===== config.mk =====
export PLATFORM = sky130hd
export DESIGN_NAME = ps2_host_ctrl
export DESIGN_NICKNAME = d
export VERILOG_FILES = /design/src/rtl/ps2_host_ctrl.sv
export SDC_FILE = /design/constraint.sdc
export NUM_CORES = 1
export LEC_CHECK = 0
export ABC_AREA = 1
export BUFFER_PORTS_ARGS = -buffer_cell sky130_fd_sc_hd__buf_2
export CAP_MARGIN = 20
export CORE_ASPECT_RATIO = 2
export CORE_UTILIZATION = 30
export CTS_BUF_LIST = sky130_fd_sc_hd__clkbuf_4
export DETAILED_ROUTE_END_ITERATION = 8
export GPL_TIMING_DRIVEN = 0
export PLACE_DENSITY = 0.59
export SLEW_MARGIN = 20
export SYNTH_ARGS = -nofsm -noshare
export SYNTH_HDL_FRONTEND = slang
export SYNTH_SLANG_ARGS = --single-unit
export TNS_END_PERCENT = 30

===== constraint.sdc =====
create_clock -name clk -period 1.66 [get_ports clk]
set_input_delay 0.166 -clock clk [delete_from_list [all_inputs] [get_ports clk]]
set_output_delay 0.166 -clock clk [all_outputs]
set_load 0.1 [all_outputs]

===== src/rtl/ps2_host_ctrl.sv =====
`timescale 1ns/1ps
`default_nettype none
// ============================================================================
// Module      : ps2_host_ctrl
// Description : Host-side command sequencer for a PS/2 keyboard port.
//               Issues the keyboard reset command (0xFF) and the set-LEDs
//               command (0xED + LED byte) through the PS/2 transmitter,
//               consumes keyboard replies (0xFA/0xFE/0xAA/0xFC) and retries
//               on resend, line error or reply timeout. All other received
//               bytes are forwarded to the scan-code decoder.
//
// Parameters  : timeoutBits   - width of the reply-wait counter
//               timeoutCycles - clk cycles allowed for a reply
//               maxRetries    - resends allowed per byte before error
//
// Ports       : clk, reset              clock / synchronous active-high reset
//               initReq                 pulse, request keyboard reset sequence
//               ledReq, leds[2:0]       pulse + {caps,num,scroll} LED state
//               rxData[7:0], rxValid    byte stream from the PS/2 receiver
//               txBusy, txDone, txError transmitter status
//               txData[7:0], txStart    byte + start pulse to the transmitter
//               fwdData[7:0], fwdValid  forwarded scan bytes (1-cycle delay)
//               busy                    a command sequence is in progress
//               kbdReady                last reset sequence passed BAT
//               error                   sticky failure flag
//
// Config      : PS2_HOST_AUTOINIT_EN - when defined the init sequence is
//               pending out of reset and starts as soon as reset deasserts.
//
// Revision    : 1.0 - initial release
// ============================================================================
module ps2_host_ctrl #(
    parameter int timeoutBits   = 16,
    parameter int timeoutCycles = 50000,
    parameter int maxRetries    = 3
) (
    input  logic       clk,
    input  logic       reset,
    input  logic       initReq,
    input  logic       ledReq,
    input  logic [2:0] leds,
    input  logic [7:0] rxData,
    input  logic       rxValid,
    input  logic       txBusy,
    input  logic       txDone,
    input  logic       txError,
    output logic [7:0] txData,
    output logic       txStart,
    output logic [7:0] fwdData,
    output logic       fwdValid,
    output logic       busy,
    output logic       kbdReady,
    output logic       error
);

    // ------------------------------------------------------------------------
    // Constants
    // ------------------------------------------------------------------------
    localparam logic [2:0] c_ST_IDLE     = 3'd0;
    localparam logic [2:0] c_ST_SEND     = 3'd1;
    localparam logic [2:0] c_ST_WAIT_TX  = 3'd2;
    localparam logic [2:0] c_ST_WAIT_ACK = 3'd3;
    localparam logic [2:0] c_ST_WAIT_BAT = 3'd4;

    localparam logic [7:0] c_CMD_RESET    = 8'hFF;
    localparam logic [7:0] c_CMD_LED      = 8'hED;
    localparam logic [7:0] c_RSP_ACK      = 8'hFA;
    localparam logic [7:0] c_RSP_RESEND   = 8'hFE;
    localparam logic [7:0] c_RSP_BAT_OK   = 8'hAA;
    localparam logic [7:0] c_RSP_BAT_FAIL = 8'hFC;

    // Retry counter must be able to hold maxRetries itself.
    localparam int c_RETRY_W = (maxRetries > 0) ? $clog2(maxRetries + 1) : 1;
    localparam logic [c_RETRY_W-1:0]   c_MAX_RETRY = c_RETRY_W'(maxRetries);
    localparam logic [timeoutBits-1:0] c_TO_LAST   = timeoutBits'(timeoutCycles - 1);

`ifdef PS2_HOST_AUTOINIT_EN
    localparam logic c_PEND_INIT_RST = 1'b1;
`else
    localparam logic c_PEND_INIT_RST = 1'b0;
`endif

    // ------------------------------------------------------------------------
    // State
    // ------------------------------------------------------------------------
    logic [2:0]             r_state;
    logic [7:0]             r_cur;        // byte currently being sent
    logic                   r_isInit;     // 1: init sequence, 0: LED sequence
    logic                   r_ledPhase;   // 0: 0xED outstanding, 1: LED byte
    logic [2:0]             r_ledVal;
    logic                   r_pendInit;
    logic                   r_pendLed;
    logic [c_RETRY_W-1:0]   r_retry;
    logic [timeoutBits-1:0] r_timer;
    logic                   r_kbdReady;
    logic                   r_error;
    logic [7:0]             r_fwdData;
    logic                   r_fwdValid;

    // ------------------------------------------------------------------------
    // Decode
    // ------------------------------------------------------------------------
    logic w_inAck;
    logic w_inBat;
    logic w_rxAck;
    logic w_rxResend;
    logic w_rxBatOk;
    logic w_rxBatFail;
    logic w_timeout;
    logic w_consume;
    logic w_startInit;
    logic w_startLed;
    logic w_retryEvt;
    logic w_retryOk;

    assign w_inAck     = (r_state == c_ST_WAIT_ACK);
    assign w_inBat     = (r_state == c_ST_WAIT_BAT);
    assign w_rxAck     = rxValid && (rxData == c_RSP_ACK);
    assign w_rxResend  = rxValid && (rxData == c_RSP_RESEND);
    assign w_rxBatOk   = rxValid && (rxData == c_RSP_BAT_OK);
    assign w_rxBatFail = rxValid && (rxData == c_RSP_BAT_FAIL);
    assign w_timeout   = (w_inAck || w_inBat) && (r_timer == c_TO_LAST);

    // Replies are only swallowed in the state that expects them; everything
    // else, including a stray 0xFA while idle, goes to the decoder.
    assign w_consume = (w_inAck && (w_rxAck || w_rxResend)) ||
                       (w_inBat && (w_rxBatOk || w_rxBatFail));

    assign w_startInit = (r_state == c_ST_IDLE) && r_pendInit;
    assign w_startLed  = (r_state == c_ST_IDLE) && !r_pendInit && r_pendLed;

    // A genuine reply in the timeout cycle wins over the timeout.
    assign w_retryEvt = ((r_state == c_ST_WAIT_TX) && !txDone && txError) ||
                        (w_inAck && !w_rxAck && (w_rxResend || w_timeout)) ||
                        (w_inBat && !w_rxBatOk && !w_rxBatFail && w_timeout);
    assign w_retryOk  = (r_retry < c_MAX_RETRY);

    // ------------------------------------------------------------------------
    // Request latches. A new request in the same cycle as the clear keeps
    // the flag set; starting init also drops any pending LED update.
    // ------------------------------------------------------------------------
    always_ff @(posedge clk) begin
        if (reset) begin
            r_pendInit <= c_PEND_INIT_RST;
            r_pendLed  <= 1'b0;
            r_ledVal   <= 3'b000;
        end else begin
            r_pendInit <= initReq | (r_pendInit & ~w_startInit);
            r_pendLed  <= ledReq  | (r_pendLed  & ~(w_startInit | w_startLed));
            if (ledReq) begin
                r_ledVal <= leds;
            end
        end
    end

    // ------------------------------------------------------------------------
    // Sequencer
    // ------------------------------------------------------------------------
    always_ff @(posedge clk) begin
        if (reset) begin
            r_state    <= c_ST_IDLE;
            r_cur      <= 8'h00;
            r_isInit   <= 1'b0;
            r_ledPhase <= 1'b0;
            r_retry    <= '0;
            r_timer    <= '0;
            r_kbdReady <= 1'b0;
            r_error    <= 1'b0;
        end else begin
            if (w_inAck || w_inBat) begin
                r_timer <= r_timer + 1'b1;
            end

            if (w_retryEvt) begin
                if (w_retryOk) begin
                    r_retry <= r_retry + 1'b1;
                    r_state <= c_ST_SEND;
                    // A lost BAT means the keyboard missed the reset: redo it.
                    if (w_inBat) begin
                        r_cur <= c_CMD_RESET;
                    end
                end else begin
                    r_error <= 1'b1;
                    if (r_isInit) begin
                        r_kbdReady <= 1'b0;
                    end
                    r_state <= c_ST_IDLE;
                end
            end else begin
                case (r_state)
                    c_ST_IDLE: begin
                        if (w_startInit) begin
                            r_cur      <= c_CMD_RESET;
                            r_isInit   <= 1'b1;
                            r_retry    <= '0;
                            r_error    <= 1'b0;
                            r_kbdReady <= 1'b0;
                            r_state    <= c_ST_SEND;
                        end else if (w_startLed) begin
                            r_cur      <= c_CMD_LED;
                            r_isInit   <= 1'b0;
                            r_ledPhase <= 1'b0;
                            r_retry    <= '0;
                            r_state    <= c_ST_SEND;
                        end
                    end

                    c_ST_SEND: begin
                        if (!txBusy) begin
                            r_state <= c_ST_WAIT_TX;
                        end
                    end

                    c_ST_WAIT_TX: begin
                        if (txDone) begin
                            r_timer <= '0;
                            r_state <= c_ST_WAIT_ACK;
                        end
                    end

                    c_ST_WAIT_ACK: begin
                        if (w_rxAck) begin
                            if (r_isInit) begin
                                r_timer <= '0;
                                r_state <= c_ST_WAIT_BAT;
                            end else if (!r_ledPhase) begin
                                r_cur      <= {5'b00000, r_ledVal};
                                r_ledPhase <= 1'b1;
                                r_retry    <= '0;
                                r_state    <= c_ST_SEND;
                            end else begin
                                r_state <= c_ST_IDLE;
                            end
                        end
                    end

                    c_ST_WAIT_BAT: begin
                        if (w_rxBatOk) begin
                            r_kbdReady <= 1'b1;
                            r_state    <= c_ST_IDLE;
                        end else if (w_rxBatFail) begin
                            r_error    <= 1'b1;
                            r_kbdReady <= 1'b0;
                            r_state    <= c_ST_IDLE;
                        end
                    end

                    default: begin
                        r_state <= c_ST_IDLE;
                    end
                endcase
            end
        end
    end

    // ------------------------------------------------------------------------
    // Receive forwarding (registered, one cycle after rxValid)
    // ------------------------------------------------------------------------
    always_ff @(posedge clk) begin
        if (reset) begin
            r_fwdData  <= 8'h00;
            r_fwdValid <= 1'b0;
        end else begin
            r_fwdValid <= rxValid && !w_consume;
            if (rxValid && !w_consume) begin
                r_fwdData <= rxData;
            end
        end
    end

    // ------------------------------------------------------------------------
    // Outputs
    // ------------------------------------------------------------------------
    assign txData   = r_cur;
    assign txStart  = (r_state == c_ST_SEND) && !txBusy;
    assign fwdData  = r_fwdData;
    assign fwdValid = r_fwdValid;
    assign busy     = (r_state != c_ST_IDLE);
    assign kbdReady = r_kbdReady;
    assign error    = r_error;

endmodule
`default_nettype wire

# Yosys cells after proc, flatten, opt, wreduce, memory -nomap -nowiden
# Cells that the tools add are included.
# totals
output_inout_bits	21
input_bits	19
regBits	47
# op_classes
mux	53
n_eq_ne	27
magnitude_cmp	1
addsub	2
n_reduce_logical	46
bitwise	8
# op_table
operator	n
$mux W16	5
$mux W8	8
$eq A8 B8 Y1 const B	4
$pmux W16 S2	1
$mux W3	9
$logic_and A1 B1 Y1	19
$mux W1	17
$add A16 B1 Y16 const B	1
$eq A16 B16 Y1 const B	1
$pmux W8 S2	1
$pmux W3 S5	1
$reduce_and A5 Y1	3
$mux W2	7
$ne A2 B2 Y1 const B	6
$reduce_and A6 Y1	2
$ne A3 B2 Y1 const B	3
$ne A3 B3 Y1 const B	3
$reduce_bool A3 Y1	3
$logic_not A1 Y1	7
$logic_or A1 B1 Y1	7
$reduce_and A7 Y1	1
$eq A3 B2 Y1 const B	2
$ne A3 B1 Y1 const B	2
$pmux W1 S2	3
other kinds (14)	21

# Depth between registers and ports, before layout
# Gate-level depths: netlist of run 1.
# logic_depth
depth_word	9
depth_mapped	16
depth_no_buf	16

# Least setup slack after synthesis of run 1
# No wires, ideal clock.
# synth_path
path_kind	reg-to-reg
startpoint	reg r_state[1]
endpoint	reg r_cur[1] (netlist: txData[1])
synth_period_minus_slack_ps	2196
t_arrival_ps	2083
path_buffers	0
setup_time_ps	113
stages_incl_launch_ff	13
setup_slack_ps	-536
cell_sequence	dfxtp_1 > nor2_2 > nand2_1 > nand2_1 > nand2_1 > inv_1 > nand2_1 > nand3_1 > nand2_2 > nor2_4 > nand2_1 > nor2_1 > nor2_1
# synth_via
elab_chain_cells	9
elab_cells_between_ends	30
classes_between	9 x eq/ne; 3 x mux; 18 x reduce/logical
# synth_lines
element	line_no	source
start: declaration	86	logic [2:0] r_state;
start signal: assignment	161	r_state <= c_ST_IDLE;
start signal: assignment	177	r_state <= c_ST_SEND;
start signal: assignment	187	r_state <= c_ST_IDLE;
$eq A3 B2 Y1 or $eq A3 B3 Y1 (tied branches)	116, 190, 117	
$logic_or A1 B1 Y1	122	assign w_timeout = (w_inAck || w_inBat) && (r_timer == c_TO_LAST);
$logic_and A1 B1 Y1	122	
$logic_or A1 B1 Y1	134	(w_inAck && !w_rxAck && (w_rxResend || w_timeout)) ||
$logic_and A1 B1 Y1	134	
$logic_or A1 B1 Y1	133	assign w_retryEvt = ((r_state == c_ST_WAIT_TX) && !txDone && txError) ||
$logic_or A1 B1 Y1	134	
$ne A4 B4 Y1 (no line) (tied with other cells)	n/a	
$reduce_and A7 Y1 (no line)	n/a	
end signal: assignment	180	r_cur <= c_CMD_RESET;
end signal: assignment	193	r_cur <= c_CMD_RESET;
end signal: assignment	200	r_cur <= c_CMD_LED;
end: declaration	87	logic [7:0] r_cur;
# Several ways; a longest one is shown, not always the timed one.
# A chain may end at the register's enable or synchronous reset.

# Worst setup path after layout of run 1
# layout_path
startpoint	reg r_state[0]
endpoint	reg r_kbdReady (netlist: kbdReady)
# layout_via
elab_chain_cells	9
elab_cells_between_ends	25
classes_between	7 x eq/ne; 2 x mux; 16 x reduce/logical
# layout_lines
element	line_no	source
$eq A3 B2 Y1 or $eq A3 B3 Y1 (tied branches)	116, 117, 190	
$logic_or A1 B1 Y1	122	
$logic_and A1 B1 Y1	122	
$logic_or A1 B1 Y1	134	
$logic_and A1 B1 Y1	134	
$logic_or A1 B1 Y1	133	
$logic_or A1 B1 Y1	134	
$ne A4 B1 Y1 (no line) (tied with other cells)	n/a	
$reduce_and A5 Y1 (no line)	n/a	
end signal: assignment	167	r_kbdReady <= 1'b0;
end signal: assignment	185	r_kbdReady <= 1'b0;
end signal: assignment	197	r_kbdReady <= 1'b0;
end: declaration	95	logic r_kbdReady;
# Several ways; a longest one is shown, not always the timed one.

==> metrics, run 1 <==
Worst Path Buf+Inv=3; Mapped Cells=364; dpl hpwl=4.80 mm; Final Skew=0.00753 ns; post-synthesis register bit count=44; failing checks=setup timing; fin. max-slew vios=0; CTS Root Cell=clkbuf_4; Sink Count=44; routed length per instance=12.0 um; initial antenna violation count=1; vias per cell=4.74; worst-path maximum fanout=6; Core Rows=45; initial detailed-routing violation count=60; Switching Fraction=0.522; Ports=40; Slew @ Worst Pin=0.488 ns; setup violators final=13; Critical Path Source Type=register; Post-synth top cells=79 x nor2_1, 73 x nand2_1, 48 x inv_1; count leader, synth=nor2_1; CTS tree=built; P_sw=0.00282 W; CP peak stage delay=0.41 ns; PD cells=1630 nW/um^2; CORE AREA=7660 um^2; DRC=0; outcome=finished, violations left; share of the synthesized area in the top cell type=0.371; Area Overhead vs Synth=39.2%; post-route cell area=3310 um^2; die height=128 um; Logic pwr share=0.606; I/O Buffers=39; fraction of layout cells with a size suffix above 1=0.372; full die area=8310 um^2; post-place instance area=2720 um^2; Clock Pin Slew Worst Setup and Hold Paths=0.14 ns; Post-synth EDFFs=0; worst-path cell chain=nor2_4 > buf_6 > o21ai_4 > nor2_4 > nand2_4 > nand3_4 > buf_4 > o21ai_2 > nand3_1 > nand2_1 > inv_1 > nor2_1; top cells by area, synth=dfxtp_1 37%, nor2_1 12%, nand2_1 12%; most used flip-flop cell after synthesis=dfxtp_1; min Tclk post-route=1.81 ns; CTS Buffer Depth=2; warnings from Yosys=0; type of the most critical hold path=input port to register; GP Congestion=0.797; Top cell by count, worst path=nor2_4; Post-Syn Nets=385; CP Data Arrival Time=2.14 ns; Pre-Repair DR Iteration Count=4; Hold Fails Final Rpt=0; register area=901 um^2; Vias=2,515; final global-route overflow total=0; Mapped Area=2380 um^2; clock share of power=0.130; RSZ-0062 raised after global routing=yes; TritonCTS buffer count=5; Post-synth ARST share=0; syn_area_per_cell=6.53 um^2; vias in the first global route=2,451; Leakage=1.63 nW; largest net degree at the start of global routing=15; Worst slew margin=0.677; Setup WS pre-CTS=-0.312 ns; max frequency=0.553 GHz; Reg power frac=0.264; fin cells=531; maximum vdd drop=0.914 mV; worst path required time=1.99 ns; worst-path cell with the longest stage delay=dfxtp_4; Final #Nets=456; Synth cell types=36; post-route setup slack=-0.147 ns; critical path endpoint category=register; clock latency on the worst-skew pair=0.38 ns; first-pass GRT wire length=10.4 mm; Worst R2R Setup Slack=-0.15 ns; Multi-input gate area=1530 um^2; crit-path leading delay family=simple AND/OR/NAND/NOR gates; Fillers=808; routed wire length=6.38 mm; Crit Path Class=register to register; initial core utilization=0.310; Final period util=1.09; max cap viols=0; internal power=0.00258 W; largest area contributor in the netlist=dfxtp_1; register area share after synthesis=0.371; antenna viol nets, final=0; placed insts=497; Die W=64.9 um; Total GRT Usage=0.164; CTS H-tree lvls=2
## final timing paths
path         startpoint         to  depth (start not counted)
max          r_state[0]   kbdReady                         12
min               reset  r_pendLed                          2
max reg2reg  r_state[0]   kbdReady                         12
min reg2reg       error      error                          2
## flip-flops by register name, summed over array words and instances, names as in the netlist
name and count:
r_state 3, r_pendInit 1, fwdData 8, txData 5, r_ledVal 3, r_ledPhase 1, r_timer 16, r_retry 2
error 1, fwdValid 1, kbdReady 1, r_pendLed 1, r_isInit 1
## power groups by stage
stage	registers (W)	logic (W)	clock network, W
after floorplan	0.00195	0.00167	0
after global routing	0.00146	0.00354	0.000770
after CTS	0.00142	0.00304	0.000725
final	0.00143	0.00327	0.000700
after detailed placement	0.00141	0.00267	0
after global placement	0.00140	0.00265	0
## logic make-up after synthesis
family / share of synthesized area
and+or+nand+nor: 0.376
xor gates and xnor gates: 0.0332
buffers and inverters: 0.106
AOI/OAI and AO/OA: 0.104
adders and majority gates: 0.0105
DFF: 0.371
## timing repair
action / CTS / global route
resized for setup: 50 / 44
hold buffers: 3 / 0
endpoints found under the hold margin: 3 / 0
setup buffers: 15 / 7
gates cloned: 0 / 0
pin swaps: 21 / 22
setup endpoints to repair: 34 / 28
## final cells by class
type	count	share of cell area
multi-input combinational	256	0.463
sequential	44	0.272
timing repair buffer	64	0.124
inverter	57	0.0662
tap	94	0.0355
buffer	7	0.0140
clock inverter	3	0.0129
clock buffer	5	0.0113
antenna	1	0.000756
## layer usage
layer	vias up	track usage	routed length [um]
li1	1281	-	-
met1	1175	0.133	2140
met4	0	0.101	277
met3	20	0.0285	160
met5	-	0	0
met2	39	0.338	3800
## cells in the final DEF (no fill, tap or decap), drive strengths merged
| master | n |
|---|---|
| nor3 | 9 |
| xnor2 | 3 |
| clkinvlp | 1 |
| dfxtp | 44 |
| nand4 | 6 |
| o21ai | 22 |
| o21a | 1 |
| nand2 | 81 |
| inv | 57 |
| ha | 2 |
| nor4 | 2 |
| a21boi | 1 |
| clkinv | 1 |
| clkbuf | 7 |
| a211oi | 1 |
| o211ai | 1 |
| a31oi | 1 |
| diode | 1 |
| nand3 | 18 |
| buf | 66 |
| xor2 | 6 |
| nor2 | 84 |
| o311ai | 1 |
| a21oi | 16 |
| dlygate4sd3 | 3 |
| bufinv | 1 |
| and3 | 1 |
## through the flow
| stage | hold WS, ns | util | total power (W) | setup TNS, ns |
|---|---|---|---|---|
| detailed placement | 0.393 | 0.355 | 0.00408 | -6.49 |
| finish | 0.0170 | 0.432 | 0.00540 | -1.11 |
| global route | 0.0153 | 0.432 | 0.00576 | -2.83 |
| CTS | 0.00780 | 0.407 | 0.00518 | -0.971 |
| floorplan | 0.235 | - | 0.00362 | -0.00790 |
| global placement | 0.370 | 0.355 | 0.00405 | -6.51 |
Power figures use the tool's default switching activity.
==> run 2, diff against run 1 <==
--- a/config.mk
+++ b/config.mk
@@ -5,7 +5,6 @@
 export SDC_FILE = /design/constraint.sdc
 export NUM_CORES = 1
 export LEC_CHECK = 0
-export ABC_AREA = 1
 export BUFFER_PORTS_ARGS = -buffer_cell sky130_fd_sc_hd__buf_2
 export CAP_MARGIN = 20
 export CORE_ASPECT_RATIO = 2
==> metrics, run 2 <==
initial antenna violation count=0 (-1); Mapped Area=2100 um^2 (-12%); Setup WS pre-CTS=-0.815 ns (-0.503 ns); Core Rows=42 (-6.7%); warnings from Yosys=0 (unchanged); final global-route overflow total=0 (unchanged); CP peak stage delay=0.38 ns (-0.03 ns); largest area contributor in the netlist=dfxtp_1; PD cells=1470 nW/um^2 (-10%); failing checks=setup timing; largest net degree at the start of global routing=15 (unchanged); Fillers=679 (-16%); count leader, synth=nor2_1; Die W=61.1 um (-5.9%); clock latency on the worst-skew pair=0.36 ns (-0.02 ns); Hold Fails Final Rpt=0 (unchanged); worst-path cell with the longest stage delay=dfxtp_4; routed length per instance=13.4 um (+12%); CTS H-tree lvls=2 (unchanged); internal power=0.00220 W (-15%); share of the synthesized area in the top cell type=0.420 (+0.0498); antenna viol nets, final=0 (unchanged); die height=120 um (-6.0%); routed wire length=5.33 mm (-16%); register area share after synthesis=0.420 (+0.0498); worst-path maximum fanout=4 (-2); Critical Path Source Type=register; vias per cell=4.96 (+4.7%); initial core utilization=0.314 (+0.00357); DRC=0 (unchanged); total power=0.00423 W (-22%); outcome=finished, violations left; Area Overhead vs Synth=37.4%; Critical Path Stages=8 (-4); syn_area_per_cell=8.48 um^2 (+30%); Post-synth EDFFs=0 (unchanged); type of the most critical hold path=input port to register; commonest non-fill, non-tap cell in the layout=nor2_1; top cells by area, synth=dfxtp_1 42%, nor2_1 8.4%, mux2i_1 4.8%; final core occ=0.431 (-0.000806); Total GRT Usage=0.162 (-0.00224); initial detailed-routing violation count=75 (+25%); I/O Buffers=38 (-2.6%); Worst Path Buf+Inv=1 (-2); Largest Register=r_timer; Logic pwr share=0.540 (-0.066); max FFs per register=16 (unchanged); commonest cells after routing, fill and taps aside=44 x nor2_1, 37 x buf_2, 31 x dfxtp_1, 19 x nand2_1, 18 x buf_4; Sink Count=44 (unchanged); Crit Path Class=register to register; Vias=1,974 (-22%); clock share of power=0.158 (+0.028); GP Congestion=0.857 (+7.5%); Final #Nets=330 (-28%); dpl hpwl=3.86 mm (-20%); P_sw=0.00202 W (-28%); fin. max-slew vios=0 (unchanged); ANT cells=0 (-1); critical path endpoint category=register; first-pass GRT wire length=9.01 mm (-13%); Slew @ Worst Pin=0.582 ns (+0.0947 ns); vias in the first global route=1,949 (-20%); fraction of layout cells with a size suffix above 1=0.387 (+0.0155); Multi-input gate area=1310 um^2 (-14%); maximum vdd drop=0.593 mV (-35%); Reg power frac=0.303 (+0.039); RSZ-0062 raised after global routing=yes; Clock Pin Slew Worst Setup and Hold Paths=0.13 ns (about the same); Ports=40 (unchanged); most used flip-flop cell after synthesis=dfxtp_1; worst r2r path cells=8 (-4); Post-Syn Nets=268 (-30%); Worst slew margin=0.612 (-0.0654); CP Data Arrival Time=2.51 ns (+0.37 ns); register area=907 um^2 (+0.69%); CTS tree=built; max frequency=0.454 GHz (-18%); CTS Root Cell=clkbuf_4; post-synthesis register bit count=44 (unchanged); Pre-Repair DR Iteration Count=5 (+1); worst hold path stage count=3 (+1); Final Skew=0.00983 ns (+0.00230 ns); min Tclk post-route=2.20 ns (+0.396 ns); Switching Fraction=0.479 (-0.0429); Final period util=1.33 (+0.238); Synth cell types=45 (+25%); worst-path cell chain=and3b_2 > o2111a_4 > nand4_1 > buf_4 > a31oi_4 > a211o_4 > or3b_4 > a21oi_2; Leakage=1.21 nW (-25%); max cap viols=0 (unchanged); full die area=7340 um^2 (-12%); Mapped Cells=247 (-32%); Post-synth ARST share=0 (unchanged); crit-path leading delay family=compound AO/OA/AOI/OAI gates; CTS Buffer Depth=2 (unchanged); Post-synth top cells=47 x nor2_1, 44 x dfxtp_1, 20 x nand2_1; setup violators final=24 (+11); CORE AREA=6670 um^2 (-13%); post-route setup slack=-0.543 ns (-0.396 ns); TritonCTS buffer count=5 (unchanged); worst path required time=1.96 ns (-0.03 ns)
[run 2: power by group through the flow]
| stage | Sequential, W | Combinational [W] | Clock [W] |
|---|---|---|---|
| 4_1_cts | 0.00128 | 0.00218 | 0.000685 |
| 3_3_place_gp | 0.00128 | 0.00193 | 0 |
| 5_1_grt | 0.00130 | 0.00243 | 0.000728 |
| 2_1_floorplan | 0.00177 | 0.00115 | 0 |
| 6_report | 0.00128 | 0.00228 | 0.000667 |
| 3_5_place_dp | 0.00128 | 0.00193 | 0 |
[run 2: worst paths after layout]
kind / start / endpoint / slack [ns]
setup / recovery: r_state[0] / r_retry[1] / -0.54
hold / removal: leds[0] / r_ledVal[0] / 0.03
setup reg to reg: r_state[0] / r_retry[1] / -0.54
hold reg to reg: fwdData[0] / fwdData[0] / 0.47
[run 2: cell families (layout without fill, tap and decap cells)]
kind of cell    Yosys count  in the layout  synth area share
xor+xnor                 15             15            0.0627
mux                      10             10            0.0478
buf+inv                  21             84            0.0507
flops                    44             44             0.420
compound gates           44             44             0.149
simple gates            111            111             0.258
fa+ha+maj                 2              2            0.0119
[run 2: routing by layer]
layer | up-vias | global-route usage | share of wire
met2 | 44 | 0.281 | 0.56
met5 | - | 0 | 0
met1 | 928 | 0.176 | 0.38
met3 | 17 | 0.0332 | 0.028
li1 | 985 | - | -
met4 | 0 | 0.0795 | 0.039
[run 2: area by class of cell]
cell class	count	area share
Timing Repair Buffer	57	0.126
Inverter	9	0.0130
Tap cell	88	0.0382
Multi-Input combinational cell	182	0.456
Clock buffer	5	0.0130
Clock inverter	3	0.0148
Buffer	10	0.0239
Sequential cell	44	0.315
[run 2: repair_timing]
item / in CTS / in global routing
hold endpoints to repair: 1 / 0
pin swaps: 20 / 12
setup endpoints to repair: 39 / 33
buffers inserted: 14 / 4
hold buffers: 1 / 0
gates resized for setup: 52 / 19
[run 2: stage by stage]
step	instances	TNS, ns	hold slack [ns]	instance area (um^2)
floorplan	247	-7.84	0.283	2110
global placement	373	-19.37	0.381	2410
detailed placement	373	-20.02	0.379	2410
CTS	394	-5.13	0.0253	2780
global route	398	-8.48	0.0102	2880
finish	398	-5.74	0.0308	2880
[run 2: worst min-delay path, delay by kind of cell]
kind | cells | cell delay [ns]
and+or+nand+nor | 1 | 0.07
muxes | 1 | 0.05
buffers and inverters | 1 | 0.08
==> run 3, diff against run 2 <==
--- a/config.mk
+++ b/config.mk
@@ -5,13 +5,14 @@
 export SDC_FILE = /design/constraint.sdc
 export NUM_CORES = 1
 export LEC_CHECK = 0
-export BUFFER_PORTS_ARGS = -buffer_cell sky130_fd_sc_hd__buf_2
+export BUFFER_PORTS_ARGS = -buffer_cell sky130_fd_sc_hd__buf_4
 export CAP_MARGIN = 20
 export CORE_ASPECT_RATIO = 2
 export CORE_UTILIZATION = 30
 export CTS_BUF_LIST = sky130_fd_sc_hd__clkbuf_4
 export DETAILED_ROUTE_END_ITERATION = 8
 export GPL_TIMING_DRIVEN = 0
+export HOLD_SLACK_MARGIN = 0.03
 export PLACE_DENSITY = 0.59
 export SLEW_MARGIN = 20
 export SYNTH_ARGS = -nofsm -noshare
==> metrics, run 3 (same netlist as run 2, synthesis figures left out) <==
Leakage=1.24 nW (+1.9%); Fillers=688 (+1.3%); commonest cells after routing, fill and taps aside=60 x buf_4, 43 x nor2_1, 30 x dfxtp_1, 18 x nand2_1, 13 x a21oi_1; Setup crit end=txData[2]; Final Skew=0.00593 ns (-0.00391 ns); clock latency on the worst-skew pair=0.35 ns (about the same); critical path endpoint category=register; maximum vdd drop=0.568 mV (-4.3%); fin. max-slew vios=0 (unchanged); worst r2r path cells=8 (unchanged); final global-route overflow total=0 (unchanged); Largest Register=r_timer; TritonCTS buffer count=5 (unchanged); post-route cell area=2910 um^2 (+1.2%); RSZ-0062 raised after global routing=yes; DRC=0 (unchanged); Sink Count=44 (unchanged); antenna viol nets, final=0 (unchanged); Worst R2R Setup Slack=-0.53 ns (about the same); Multi-input gate area=1270 um^2 (-2.9%); initial detailed-routing violation count=46 (-39%); CTS tree=built; Worst slew margin=0.633 (+0.0209); full die area=7340 um^2 (unchanged); Pre-Repair DR Iteration Count=4 (-1); vias in the first global route=1,957 (+0.41%); total power=0.00413 W (-2.2%); post-route setup slack=-0.529 ns (+0.0140 ns); Hold Fails Final Rpt=0 (unchanged); first-pass GRT wire length=8.80 mm (-2.4%); Area Overhead vs Synth=39.0%; Slew @ Worst Pin=0.551 ns (-0.0314 ns); CTS Buffer Depth=2 (unchanged); final core occ=0.436 (+0.00506); setup violators final=24 (unchanged); Ports=40 (unchanged); Die W=61.1 um (unchanged); Setup WS pre-CTS=-0.848 ns (-0.0327 ns); Final #Nets=333 (+0.91%); type of the most critical hold path=input port to register; max cap viols=0 (unchanged); initial antenna violation count=0 (unchanged); Critical Path Source Type=register; max FFs per register=16 (unchanged); I/O Buffers=38 (unchanged); fraction of layout cells with a size suffix above 1=0.381 (-0.00569); min Tclk post-route=2.19 ns (-0.0140 ns); Reg-to-Reg End=txData[2]; CORE AREA=6670 um^2 (unchanged); worst path required time=1.91 ns (-0.05 ns); Clock Pin Slew Worst Setup and Hold Paths=0.13 ns (about the same); CTS Root Cell=clkbuf_4; CP Data Arrival Time=2.44 ns (-0.07 ns); Final period util=1.32 (-0.00846); crit path launch=r_timer[7]; register area=908 um^2 (+0.14%); die height=120 um (unchanged); Vias=1,907 (-3.4%); placed insts=373 (unchanged); dpl hpwl=3.95 mm (+2.2%); Core Rows=42 (unchanged); routed wire length=5.34 mm (+0.15%); fin cells=400 (+0.50%); Crit Path Class=register to register; initial core utilization=0.314 (unchanged); GP Congestion=0.849 (-0.88%); failing checks=setup timing; max frequency=0.457 GHz (+0.64%); PD cells=1420 nW/um^2 (-3.3%); ANT cells=0 (unchanged); CTS H-tree lvls=2 (unchanged); worst-path maximum fanout=6 (+2); outcome=finished, violations left; vias per cell=4.77 (-3.9%); post-place instance area=2510 um^2 (+3.9%); start of the worst register-to-register path=r_timer[7]; largest net degree at the start of global routing=14 (-1); routed length per instance=13.4 um (-0.35%); Total GRT Usage=0.159 (-0.00310); commonest non-fill, non-tap cell in the layout=buf_4
-- run 3: changes by cell type in the layout (fill, tap and decap cells not counted), moves of 2 or more --
cell / before / now
buf_2: 37 / 0
buf_4: 18 / 60
buf_6: 4 / 2
buf_8: 2 / 0
clkbuf_2: 0 / 2
nand3_1: 7 / 9
-- run 3: final cells by class --
class / count / share of cell area
plain buffers: 10 / 0.0215
clock inverters: 2 / 0.00430
repair buffers: 60 / 0.161
clock buffers: 5 / 0.0129
flip-flops and latches: 44 / 0.312
inverters: 9 / 0.0129
well taps: 88 / 0.0378
multi-input cells: 182 / 0.438
-- run 3: timing repair --
action | 4_1_cts | 5_1_grt
hold buffers | 1 | 0
hold endpoints to repair | 1 | 0
endpoints found under the setup margin | 39 | 30
gates cloned | 0 | 0
buffers inserted | 18 | 5
resized for setup | 53 | 7
pin swaps | 18 | 9
-- run 3: worst min path at each step --
stage / startpoint / end / cells after the start
2_1_floorplan: initReq / r_pendInit / 2
3_3_place_gp: initReq / r_pendInit / 3
3_5_place_dp: initReq / r_pendInit / 3
4_1_cts: leds[0] / r_ledVal[0] / 3
5_1_grt: rxData[5] / fwdData[5] / 3
6_report: rxData[3] / fwdData[3] / 3
-- run 3: where the power goes --
part,internal [W],switching (W)
registers,0.00117,0.000104
logic,0.000788,0.00158
clock network,0.000155,0.000335
-- run 3: layer usage --
layer	vias to the layer above	global-route usage	wire, um
li1	984	-	-
met1	878	0.160	1950
met2	33	0.295	3050
met3	12	0.0278	151
met4	0	0.0724	187
met5	-	0	0
-- run 3: worst max-delay path, cell delays in order, from the launching register on --
cell	delay, ns
dfxtp_4	0.39
nor4b_4	0.25
and3_4	0.23
buf_4	0.10
a21oi_1	0.06
a21o_1	0.21
or2_1	0.23
or3_4	0.36
o221a_2	0.25
-- run 3: stage by stage --
step,setup TNS (ns),hold WS [ns]
floorplan,-7.84,0.283
global placement,-19.84,0.378
detailed placement,-20.28,0.388
CTS,-5.96,0.0398
global route,-9.03,0.0456
finish,-5.85,0.0503
